### src/rtl/fetch_pkg.sv
// rtl/fetch_pkg.sv - shared state encoding and defaults for the fetch sequencer
package fetch_pkg;

    typedef enum logic [1:0] {
        BOOT   = 2'd0,
        FETCH  = 2'd1,
        HALTED = 2'd2
    } state_t;

    localparam int          DEFAULT_WIDTH    = 32;
    localparam int          DEFAULT_STEP     = 1;
    localparam int unsigned DEFAULT_RESET_PC = 32'd0;

endpackage

### src/rtl/pc_sequencer_if.sv
// rtl/pc_sequencer_if.sv - fetch control, instruction-memory and IF/ID signals
interface pc_sequencer_if
    import fetch_pkg::*;
#(
    parameter int WIDTH = DEFAULT_WIDTH
);
    logic             stall;
    logic             branch_taken;
    logic [WIDTH-1:0] branch_target;
    logic             halt;
    logic             imem_req;
    logic [WIDTH-1:0] imem_addr;
    logic             imem_ack;
    logic [WIDTH-1:0] pc;
    logic             if_valid;
    logic [WIDTH-1:0] if_pc;
    logic             halted;

    modport master (
        input  stall, branch_taken, branch_target, halt, imem_ack,
        output imem_req, imem_addr, pc, if_valid, if_pc, halted
    );

    modport slave (
        output stall, branch_taken, branch_target, halt, imem_ack,
        input  imem_req, imem_addr, pc, if_valid, if_pc, halted
    );
endinterface

### src/rtl/pc_next_sel.sv
// rtl/pc_next_sel.sv - next-PC mux: branch target > pending redirect > increment > hold
module pc_next_sel
    import fetch_pkg::*;
#(
    parameter int WIDTH = DEFAULT_WIDTH,
    parameter int STEP  = DEFAULT_STEP
) (
    input  logic             active,
    input  logic             req,
    input  logic             accept,
    input  logic             branch_taken,
    input  logic [WIDTH-1:0] branch_target,
    input  logic             redir_pend,
    input  logic [WIDTH-1:0] redir_addr,
    input  logic [WIDTH-1:0] pc,
    output logic [WIDTH-1:0] pc_next
);

    always_comb begin
        pc_next = pc;
        if (active) begin
            // A branch while a request is in flight must not move the address;
            // it is parked in redir_addr and applied at the accept instead.
            if (branch_taken && (accept || !req)) begin
                pc_next = branch_target;
            end else if (accept && redir_pend) begin
                pc_next = redir_addr;
            end else if (accept) begin
                pc_next = pc + WIDTH'(STEP);
            end
        end
    end

endmodule

### src/rtl/pc_sequencer.sv
// rtl/pc_sequencer.sv - fetch-stage PC owner and instruction-memory request sequencer
module pc_sequencer
    import fetch_pkg::*;
#(
    parameter int               WIDTH    = DEFAULT_WIDTH,
    parameter int               STEP     = DEFAULT_STEP,
    parameter logic [WIDTH-1:0] RESET_PC = WIDTH'(DEFAULT_RESET_PC)
) (
    input  logic             clk,
    input  logic             rst,
    pc_sequencer_if.master   bus
);

    state_t           state;
    state_t           state_nxt;
    logic [WIDTH-1:0] pc_q;
    logic [WIDTH-1:0] pc_nxt;
    logic [WIDTH-1:0] redir_addr;
    logic [WIDTH-1:0] if_pc_q;
    logic             redir_pend;
    logic             outstanding;
    logic             if_valid_q;
    logic             fetching;
    logic             req;
    logic             accept;
    logic             squash;

    assign fetching = (state == FETCH);
    // Stall only blocks a new request; an issued one is held until its ack.
    assign req      = fetching && (outstanding || !bus.stall);
    assign accept   = req && bus.imem_ack;
    assign squash   = bus.branch_taken || redir_pend;

    pc_next_sel #(
        .WIDTH (WIDTH),
        .STEP  (STEP)
    ) u_pc_next_sel (
        .active        (fetching),
        .req           (req),
        .accept        (accept),
        .branch_taken  (bus.branch_taken),
        .branch_target (bus.branch_target),
        .redir_pend    (redir_pend),
        .redir_addr    (redir_addr),
        .pc            (pc_q),
        .pc_next       (pc_nxt)
    );

    always_comb begin
        state_nxt = state;
        case (state)
            BOOT:    state_nxt = FETCH;
            FETCH:   if (bus.halt && (accept || !req)) state_nxt = HALTED;
            HALTED:  state_nxt = HALTED;
            default: state_nxt = BOOT;
        endcase
    end

    always_ff @(posedge clk or posedge rst) begin
        if (rst) begin
            state       <= BOOT;
            pc_q        <= RESET_PC;
            outstanding <= 1'b0;
            redir_pend  <= 1'b0;
            redir_addr  <= '0;
            if_valid_q  <= 1'b0;
            if_pc_q     <= '0;
        end else begin
            state       <= state_nxt;
            pc_q        <= pc_nxt;
            outstanding <= req && !bus.imem_ack;
            if_valid_q  <= accept && !squash;
            if (accept && !squash) begin
                if_pc_q <= pc_q;
            end
            if (accept) begin
                redir_pend <= 1'b0;
            end else if (req && bus.branch_taken) begin
                redir_pend <= 1'b1;
                redir_addr <= bus.branch_target;
            end
        end
    end

    assign bus.imem_req  = req;
    assign bus.imem_addr = pc_q;
    assign bus.pc        = pc_q;
    assign bus.if_valid  = if_valid_q;
    assign bus.if_pc     = if_pc_q;
    assign bus.halted    = (state == HALTED);

endmodule

### src/flat_wrapper.sv
// flat-port wrapper written by rule: the top's interface ports become plain ports
module pc_sequencer_flat import fetch_pkg::*;
#(
    parameter int               WIDTH    = DEFAULT_WIDTH,
    parameter int               STEP     = DEFAULT_STEP,
    parameter logic [WIDTH-1:0] RESET_PC = WIDTH'(DEFAULT_RESET_PC)
)
  (clk, rst, bus_stall, bus_branch_taken, bus_branch_target, bus_halt, bus_imem_ack, bus_imem_req, bus_imem_addr, bus_pc, bus_if_valid, bus_if_pc, bus_halted);
  pc_sequencer_if #(.WIDTH(WIDTH)) bus_i ();
  input  logic clk;
  input  logic rst;
  input wire logic [$bits(bus_i.stall)-1:0] bus_stall;
  input wire logic [$bits(bus_i.branch_taken)-1:0] bus_branch_taken;
  input wire logic [$bits(bus_i.branch_target)-1:0] bus_branch_target;
  input wire logic [$bits(bus_i.halt)-1:0] bus_halt;
  input wire logic [$bits(bus_i.imem_ack)-1:0] bus_imem_ack;
  output wire logic [$bits(bus_i.imem_req)-1:0] bus_imem_req;
  output wire logic [$bits(bus_i.imem_addr)-1:0] bus_imem_addr;
  output wire logic [$bits(bus_i.pc)-1:0] bus_pc;
  output wire logic [$bits(bus_i.if_valid)-1:0] bus_if_valid;
  output wire logic [$bits(bus_i.if_pc)-1:0] bus_if_pc;
  output wire logic [$bits(bus_i.halted)-1:0] bus_halted;
  assign bus_i.stall = bus_stall;
  assign bus_i.branch_taken = bus_branch_taken;
  assign bus_i.branch_target = bus_branch_target;
  assign bus_i.halt = bus_halt;
  assign bus_i.imem_ack = bus_imem_ack;
  assign bus_imem_req = bus_i.imem_req;
  assign bus_imem_addr = bus_i.imem_addr;
  assign bus_pc = bus_i.pc;
  assign bus_if_valid = bus_i.if_valid;
  assign bus_if_pc = bus_i.if_pc;
  assign bus_halted = bus_i.halted;
  pc_sequencer #(.WIDTH(WIDTH), .STEP(STEP), .RESET_PC(RESET_PC)) u_core (.clk(clk), .rst(rst), .bus(bus_i));
endmodule
### config.mk
export PLATFORM = sky130hd
export DESIGN_NAME = pc_sequencer_flat
export DESIGN_NICKNAME = d
export VERILOG_FILES = /design/src/rtl/fetch_pkg.sv /design/src/rtl/pc_sequencer_if.sv /design/src/rtl/pc_next_sel.sv /design/src/rtl/pc_sequencer.sv /design/src/flat_wrapper.sv
export SDC_FILE = /design/constraint.sdc
export NUM_CORES = 1
export LEC_CHECK = 0
export CORE_ASPECT_RATIO = 0.9
export CORE_MARGIN = 2
export CORE_UTILIZATION = 45
export DETAILED_ROUTE_END_ITERATION = 10
export PLACE_DENSITY = 0.76
export SYNTH_ARGS = -nofsm -noshare
export SYNTH_HDL_FRONTEND = slang
export SYNTH_SLANG_ARGS = --single-unit
### constraint.sdc
create_clock -name clk -period 3.35 [get_ports clk]
set_input_delay 0.8375 -clock clk [delete_from_list [all_inputs] [get_ports clk]]
set_output_delay 0.8375 -clock clk [all_outputs]
set_load 0.02 [all_outputs]
## After elaboration in Yosys (flattened, before gate mapping)

Index checks and enable logic that the tools add are counted.

| word-level totals | value |
|---|---|
| bits in registers | 101 |
| bits of input ports | 38 |
| output and inout bits | 99 |
| logic and storage cells | 39 |

| cells by class | value |
|---|---|
| $add $sub $neg | 1 |
| equal/unequal tests | 3 |
| multiplexer cells | 7 |
| bitwise operators | 1 |
| reductions and logical operators | 20 |

Operators with widths:

| kind | count |
|---|---|
| $mux 32 | 3 |
| $add 32x1->32 const B | 1 |
| $logic_and 1x1->1 | 8 |
| $pmux 2 s3 | 1 |
| $logic_not 1->1 | 4 |
| $reduce_and 2->1 | 2 |
| $logic_or 1x1->1 | 3 |
| $reduce_bool 3->1 | 1 |
| $eq 2x1->1 const B | 1 |
| $eq 2x2->1 const B | 1 |
| $logic_not 2->1 | 1 |
| $mux 1 | 2 |
| $mux 2 | 1 |
| $ne 2x2->1 const B | 1 |
| $reduce_bool 2->1 | 1 |
| $not 1->1 | 1 |

## Depth between registers and ports, before layout

Gate-level depths: netlist (run 1).

| depth | value |
|---|---|
| depth in word-level cells | 8 |
| gate-level depth with buffers | 9 |
| gate-level depth less buffers | 7 |

## Cells and area by module

A second synthesis (run 1) with hierarchy kept.

| unflattened totals | value |
|---|---|
| cells, all modules | 532 |
| area total of the unflattened synthesis | 5,745.5 um2 |

By module, submodules not included:

| module | instances | cells each | area each (um2) | sequential area each (um2) |
|---|---|---|---|---|
| pc_sequencer | 1 | 227 | 3,853.7 | 2,527.4 |
| pc_next_sel | 1 | 305 | 1,891.8 | 0.0 |

## Worst setup path before layout (run 1)

No wires, ideal clock.

| timing | value |
|---|---|
| path kind | input-to-reg |
| start | input bus_stall |
| end | register u_core.pc_q[18], in the netlist u_core.bus.imem_addr[18] |
| library setup time | 0.136 ns |
| arrival | 2.221 ns |
| data required time | 3.214 ns |
| setup slack | 0.993 ns |
| stages | 7 |
| path buffers | 2 |
| cell sequence | nor2b_1 > nand2_1 > a21o_1 > clkbuf_1 > clkbuf_1 > a221oi_1 > nand3_1 |

| between the ends | value |
|---|---|
| cells in the longest elaborated chain, start to end | 8 |
| elaborated cells on any way between the ends | 12 |
| those cells by class | mux (2); reduce/logical (10) |

RTL lines:

| item | RTL line | RTL |
|---|---|---|
| start: declaration | flat_wrapper.sv:12 | `input wire logic [$bits(bus_i.stall)-1:0] bus_stall;` |
| $logic_not 1->1 (*) | pc_sequencer.sv:30 | `assign req = fetching && (outstanding \|\| !bus.stall);` |
| $logic_or 1x1->1 (*) | pc_sequencer.sv:30 |  |
| $logic_and 1x1->1 (*) | pc_sequencer.sv:30 |  |
| $logic_and 1x1->1 / $logic_not 1->1 (equally long branches) | pc_sequencer.sv:31, pc_next_sel.sv:24 |  |
| $logic_or 1x1->1 | pc_next_sel.sv:24 | `if (branch_taken && (accept \|\| !req)) begin` |
| $logic_and 1x1->1 | pc_next_sel.sv:24 |  |
| $reduce_bool 3->1 (no source line) | -- |  |
| $reduce_and 2->1 (no source line) | -- |  |
| end signal: assignment | pc_sequencer.sv:70 | `pc_q <= pc_nxt;` |
| end: declaration | pc_sequencer.sv:16 | `logic [WIDTH-1:0] pc_q;` |

Mark *: on every way between the ends. The rest lies on a longest branch, timed or not.
A chain may end at the register's enable or synchronous reset.

## Worst setup path after layout (run 1)

| timing | value |
|---|---|
| start | input bus_stall |
| end | output bus_imem_req |

| between the ends | value |
|---|---|
| cells in the longest elaborated chain, start to end | 3 |

RTL lines:

| item | RTL line | RTL |
|---|---|---|
| $logic_not 1->1 | pc_sequencer.sv:30 |  |
| $logic_or 1x1->1 | pc_sequencer.sv:30 |  |
| $logic_and 1x1->1 | pc_sequencer.sv:30 |  |
| end: declaration | flat_wrapper.sv:17 | `output wire logic [$bits(bus_i.imem_req)-1:0] bus_imem_req;` |

No other way between the ends.

==> results of run 1 <==
-- final timing paths --
path	from	endpoint	slack, ns	cells past startpoint
max in group asynchronous	rst	u_core.redir_addr[2]	1.69	3
hold / removal	u_core.bus.if_pc[20]	u_core.bus.if_pc[20]	0.48	2
min in group asynchronous	rst	u_core.bus.if_pc[1]	1.01	2
hold reg to reg	u_core.bus.if_pc[20]	u_core.bus.if_pc[20]	0.48	2
setup / recovery	bus_stall	bus_imem_req	0.25	4
setup reg to reg	u_core.bus.imem_addr[11]	u_core.bus.imem_addr[31]	0.80	6
-- area by class of cell --
type	instances	area, um^2	area share (%)
repair buffers	154	1521	21.66
flip-flops and latches	101	2527	35.98
well taps	156	195.2	2.779
inverters	11	45.04	0.6413
multi-input cells	384	2385	33.95
clock buffers	11	242.7	3.456
clock inverters	5	107.6	1.532
-- registers in the layout, indices dropped and copies added, names as in the netlist --
| signal | flops |
|---|---|
| u_core.redir_pend | 1 |
| u_core.bus.if_valid | 1 |
| u_core.bus.imem_addr | 32 |
| u_core.redir_addr | 32 |
| u_core.outstanding | 1 |
| u_core.state | 2 |
| u_core.bus.if_pc | 32 |
-- power by group through the flow --
stage / Combinational [mW] / Sequential, mW / Clock [mW]
6_report: 2.92 / 2.40 / 1.22
5_1_grt: 3.13 / 2.49 / 1.28
4_1_cts: 2.94 / 2.39 / 1.23
3_5_place_dp: 2.93 / 2.40 / 0
3_3_place_gp: 2.85 / 2.35 / 0
2_1_floorplan: 1.52 / 2.59 / 0
-- worst max-delay path, stage by stage --
cell and delay (ns):
clkdlybuf4s50_1 0.41, nor2b_1 0.15, nor2_1 0.20, clkdlybuf4s50_1 0.66
-- through the flow --
| step | hold WS (ns) | setup WS [ns] | area [um^2] | utilization (%) | power, mW |
|---|---|---|---|---|---|
| final | 0.4779 | 0.2484 | 7024 | 61.18 | 6.542 |
| after floorplan | 0.4701 | 0.9931 | 5343 | - | 4.116 |
| after global placement | 0.4566 | 0.2782 | 6674 | 58.13 | 5.207 |
| after detailed placement | 0.4620 | 0.2359 | 6674 | 58.13 | 5.326 |
| after CTS | 0.4787 | 0.2636 | 7024 | 61.18 | 6.558 |
| after global routing | 0.4969 | 0.1308 | 7024 | 61.18 | 6.899 |
-- synth_stat cells, drive strengths merged, types with 3 or more instances --
library cell | number | area (um^2)
a211o | 5 | 43.79
a21o | 7 | 52.55
a21oi | 18 | 90.09
a221o | 7 | 70.07
a221oi | 5 | 43.79
a22oi | 4 | 30.03
a31oi | 6 | 37.54
and3 | 7 | 43.79
and4 | 5 | 43.79
buf | 43 | 296.5
clkbuf | 25 | 93.84
dfrtp | 101 | 2527
ha | 4 | 50.05
inv | 11 | 41.29
mux2 | 33 | 371.6
nand2 | 131 | 491.7
nand2b | 4 | 25.02
nand3 | 21 | 105.1
nand4 | 14 | 102.6
nor2 | 16 | 60.06
nor3 | 7 | 35.03
nor4 | 7 | 65.06
o2111ai | 4 | 35.03
o211ai | 6 | 45.04
o21ai | 24 | 120.1
or3 | 3 | 18.77
xnor2 | 8 | 70.07
xor2 | 9 | 78.83
-- metal layers --
| metal | up-vias | routed length [um] |
|---|---|---|
| met5 | - | 0 |
| met4 | 0 | 238 |
| met3 | 24 | 1177 |
| met2 | 217 | 7162 |
| met1 | 2300 | 6282 |
| li1 | 2161 | - |
-- logic make-up after synthesis --
kind of cell             after synthesis
AND/OR/NAND/NOR                      225
buffers and inverters                 79
XOR/XNOR                              17
adder cells (fa/ha/maj)                4
AO/OA/AOI/OAI                        105
flip-flops                           101
multiplexers                          33
-- layout by cell type, fill, tap and decap left out, types with 3 or more instances in the layout --
cell type        Yosys  layout
clkdlybuf4s50_1      0     136
nand2_1            131     131
dfrtp_1            101     101
mux2_2              33      33
o21ai_0             22      22
nand3_1             21      21
a21oi_1             18      18
nor2_1              16      16
buf_4               33      16
nand4_1             13      13
inv_1               11      10
xor2_1               9       9
clkbuf_16            0       9
xnor2_1              8       8
a21o_1               7       7
a221o_1              7       7
nor3_1               7       7
and3_1               7       7
a31oi_1              6       6
o211ai_1             6       6
and4_1               5       5
nor4_1               5       5
a221oi_1             5       5
a211o_1              5       5
nand2b_1             4       4
a22oi_1              4       4
o2111ai_1            4       4
ha_1                 4       4
or3_1                3       3
bufinv_16            0       3
==> results.ini, run 1 <==
[outcome]
status=finished, final reports clean

[pwr]
p_clk_share_pct=18.6
seqPwrFrac_pct=36.7
p_leak_nw=3.006
swShare_pct=39.38
switchingPower_mw=2.576
peakVddDrop_v=0.0004623
p_per_area_mw_per_mm2=931.3
p_comb_share_pct=44.7
p_int_mw=3.966

[sta]
rsz0062_at_grt=no
worst-slew-pin-transition_ns=0.8751
finalSetupTns_ns=0
period_needed_ns=3.102
max_freq_mhz=322.4
setup_viol=0
hold_viol=0
fin_crit_sh_pct=92.59
max_slew_margin_pct=41.54
finalMaxSlewViolations=0
fin_skew_ns=0.004548

[global_routing]
antenna_found_initial=0
use_met1_pct=32.37
grt_use_total_pct=24.02
busiest_layer=met2
grt_pass1_wl_mm=24.13
grt_pass1_vias=4722
met3_usage_pct=5.667
overflow=0
grt_max_degree=38
use_met2_pct=38.38

[worst_setup_path]
crit_type=input port to output port
crit_path_end_kind=output port
arrival_ns=2.26
cp-start-kind=input port
cp_max_fo=4
crit_required_ns=2.51

[layout]
fillers=1000
nNetsFinal=703
drive_above_1_share_pct=11.41
syn2layout_area_growth_pct=31.57
diodes=0
final_cells=822

[clocking]
htreeDepth=3
cts_sinks=101
cts-root-buf=clkbuf_16
cts_resized=0
cts_tree=done
clk_latency_ns=0.35
cts_made_buffers=9
ctsHoldBuffers=0
clk_path_buf_depth=2
post_cts.repair.setup_buffers=0
clk_pin_slew_worst_paths_ns=0.07

[synth]
muxShareOfSynthArea_pct=6.960
postSynthCellCount=564
yosys.area_share.simple_pct=20.13
post_synth_instance_area_mm2=0.005339
synthFlopType=dfrtp_1
synth-edff-count=0
syn-num-nets=606
ys_ff_latch=101
synth.distinct_cells=58
synth_compound_area_share_pct=13.76
ys_seq_area_share_pct=47.34
synth_top_family_by_area=simple AND/OR/NAND/NOR gates
yosys_warnings=0
synth-xor-area-share_pct=2.789
async_flop_share_pct=100.0
avgSynthCellArea_um2=9.466
synthAdderAreaFrac_pct=0.9374

[detailed_routing]
avgViaCountPerCell=5.720
drt_iter0_markers=378
vias=4702
wire_per_inst_um=18.08
antenna_left=0
drcViolationCount=0
drt_wl_total_mm=14.86
first_pass_iters=5

[floorplan]
dieWidth_um=118.8
fp.dieH_um=107.3
pin_count=137
dieArea_mm2=0.01275
coreArea_mm2=0.01148
initial_core_util_pct=46.50
fp-row-count=37

[placement]
port_buffers=136
hpwlAfterDp_mm=10.37
placedCellCount=806
gp_congestion=0.8477

[run]
drv_cap=0

[worst_hold_path]
hold_path.class=flip-flop to flip-flop

Power figures use the tool's default switching activity.
==> inputs of run 2 (changes only) <==
CAP_MARGIN = 20   (was default)
CORE_MARGIN = 4   (was 2)
==> results.ini, run 2 (synthesized netlist as in run 1, its figures left out) <==
[outcome]
status=finished, final reports clean

[worst_setup_path]
reg2reg_slack_ns=0.89  ; +0.09 ns
crit_path_end_kind=output port
arrival_ns=2.17  ; -0.09 ns
crit_type=flip-flop to output port
cp_max_fo=8  ; +4
cp-start-kind=flip-flop
r2r_cells=5  ; -1
r2r-end=u_core.bus.imem_addr[31]
crit_required_ns=2.51  ; about the same
rr_startpoint=u_core.bus.imem_addr[12]

[worst_hold_path]
min_to=u_core.bus.if_pc[31]
hold_path.class=flip-flop to flip-flop
min_from=u_core.bus.if_pc[31]
whs_path_depth=2  ; unchanged

[clocking]
cts_tree=done
htreeDepth=3  ; unchanged
cts_resized=0  ; unchanged
clk_path_buf_depth=2  ; unchanged
clk_pin_slew_worst_paths_ns=0.07  ; about the same
post_cts.repair.setup_buffers=0  ; unchanged
ctsHoldBuffers=0  ; unchanged
cts-root-buf=clkbuf_16
clk_latency_ns=0.34  ; about the same
cts_made_buffers=9  ; unchanged
cts_sinks=101  ; unchanged

[floorplan]
fp-row-count=37  ; unchanged
pin_count=137  ; unchanged
dieArea_mm2=0.01367  ; +7.2%
fp.dieH_um=111.3  ; +3.7%
dieWidth_um=122.8  ; +3.4%
initial_core_util_pct=46.31  ; -0.19 points
coreArea_mm2=0.01153  ; +0.40%

[layout]
drive_above_1_share_pct=12.07  ; +0.66 points
syn2layout_area_growth_pct=30.91
final_cell_mix=136 x clkdlybuf4s50_1, 131 x nand2_1, 101 x dfrtp_1, 33 x mux2_2, 23 x buf_4
diodes=0  ; unchanged
final_common_cell=clkdlybuf4s50_1
nNetsFinal=708  ; +0.71%

[detailed_routing]
first_pass_iters=5  ; unchanged
wire_per_inst_um=17.67  ; -2.3%
drt_wl_total_mm=14.61  ; -1.7%
antenna_left=0  ; unchanged
avgViaCountPerCell=5.625  ; -1.7%
drt_iter0_markers=314  ; -17%
drcViolationCount=0  ; unchanged
vias=4652  ; -1.1%

[placement]
place_ws_ns=0.3536  ; +0.1177 ns
gp_congestion=0.8476  ; about the same
port_buffers=136  ; unchanged
hpwlAfterDp_mm=10.36  ; -0.15%

[global_routing]
grt_pass1_vias=4658  ; -1.4%
grt_max_degree=34  ; -11%
overflow=0  ; unchanged
grt_use_total_pct=21.74  ; -2.3 points
grt_pass1_wl_mm=23.82  ; -1.3%
antenna_found_initial=0  ; unchanged

[sta]
hold_viol=0  ; unchanged
finalSetupTns_ns=0  ; unchanged
max_freq_mhz=332.0  ; +3.0%
fin_crit_sh_pct=89.91  ; -2.7 points
worst_hold_slack_ns=0.4756  ; -0.002322 ns
worst_slack_ns=0.3379  ; +0.08957 ns
fin_skew_ns=0.01002  ; +0.005472 ns
finalMaxSlewViolations=0  ; unchanged
rsz0062_at_grt=no
setup_viol=0  ; unchanged
max_slew_margin_pct=43.60  ; +2.1 points
period_needed_ns=3.012  ; -0.08957 ns
worst-slew-pin-transition_ns=0.8383  ; -0.03683 ns

[pwr]
p_comb_share_pct=46.4  ; +1.7 points
p_per_area_mw_per_mm2=910.8  ; -2.2%
p_clk_share_pct=16.7  ; -1.9 points
switchingPower_mw=2.539  ; -1.5%
p_int_mw=3.827  ; -3.5%
swShare_pct=39.88  ; +0.50 points
p_leak_nw=2.996  ; -0.32%
seqPwrFrac_pct=37.0  ; +0.3 points
peakVddDrop_v=0.0005246  ; +13%

[run]
drv_cap=0  ; unchanged

run 2: cell count changes in the layout (fill, tap and decap cells not counted):
cell,change
buf_4,+7
buf_12,-2
bufinv_16,-2
clkinv_2,+1
clkinvlp_4,+1
run 2: worst max-delay path, cell delays in order, from the launching register on:
cell and delay, ns:
dfrtp_1 0.39, inv_1 0.10, ha_1 0.32, inv_1 0.20
nor2_1 0.20, clkdlybuf4s50_1 0.63
run 2: layer usage:
layer	global-route usage [%]	routed length (um)	vias to the layer above
met3	4.977	1082	19
met5	0	0	-
met4	5.672	223	0
met1	30.54	6454	2252
li1	-	-	2176
met2	34.03	6850	205
run 2: worst max path at each step:
stage,slack [ns],startpoint,depth (start not counted),to
6_report,0.34,u_core.state[1],5,bus_imem_req
5_1_grt,0.17,u_core.state[1],5,bus_imem_req
4_1_cts,0.33,u_core.state[1],5,bus_imem_req
3_5_place_dp,0.35,bus_stall,4,bus_imem_req
3_3_place_gp,0.38,bus_stall,4,bus_imem_req
2_1_floorplan,0.99,bus_stall,7,u_core.bus.imem_addr[18]
run 2: layout make-up:
class / instances / area [um^2]
flip-flops and latches: 101 / 2527
repair buffers: 159 / 1534
clock inverters: 5 / 60.06
well taps: 156 / 195.2
multi-input cells: 384 / 2385
inverters: 11 / 45.04
clock buffers: 11 / 242.7
fillers: 944 / 4538
run 2: stage by stage:
stage / cell area [um^2] / utilization, % / std cells / total power [mW]
5_1_grt: 6989 / 60.63 / 827 / 6.754
3_5_place_dp: 6686 / 58.00 / 811 / 5.331
2_1_floorplan: 5343 / - / 564 / 4.116
4_1_cts: 6989 / 60.63 / 827 / 6.398
3_3_place_gp: 6686 / 58.00 / 811 / 5.226
6_report: 6989 / 60.63 / 827 / 6.366
run 2: power groups by stage:
stage	clock, mW	combinational (mW)	sequential (mW)
finish	1.06	2.95	2.35
global route	1.13	3.18	2.44
CTS	1.07	2.98	2.35
detailed placement	0	2.97	2.36
global placement	0	2.90	2.33
floorplan	0	1.52	2.59
==> inputs of run 3 (changes only) <==
HOLD_SLACK_MARGIN = 0.08   (was default)
==> results of run 3 <==
The final DEF is identical to that of run 2; final timing and power are the same.
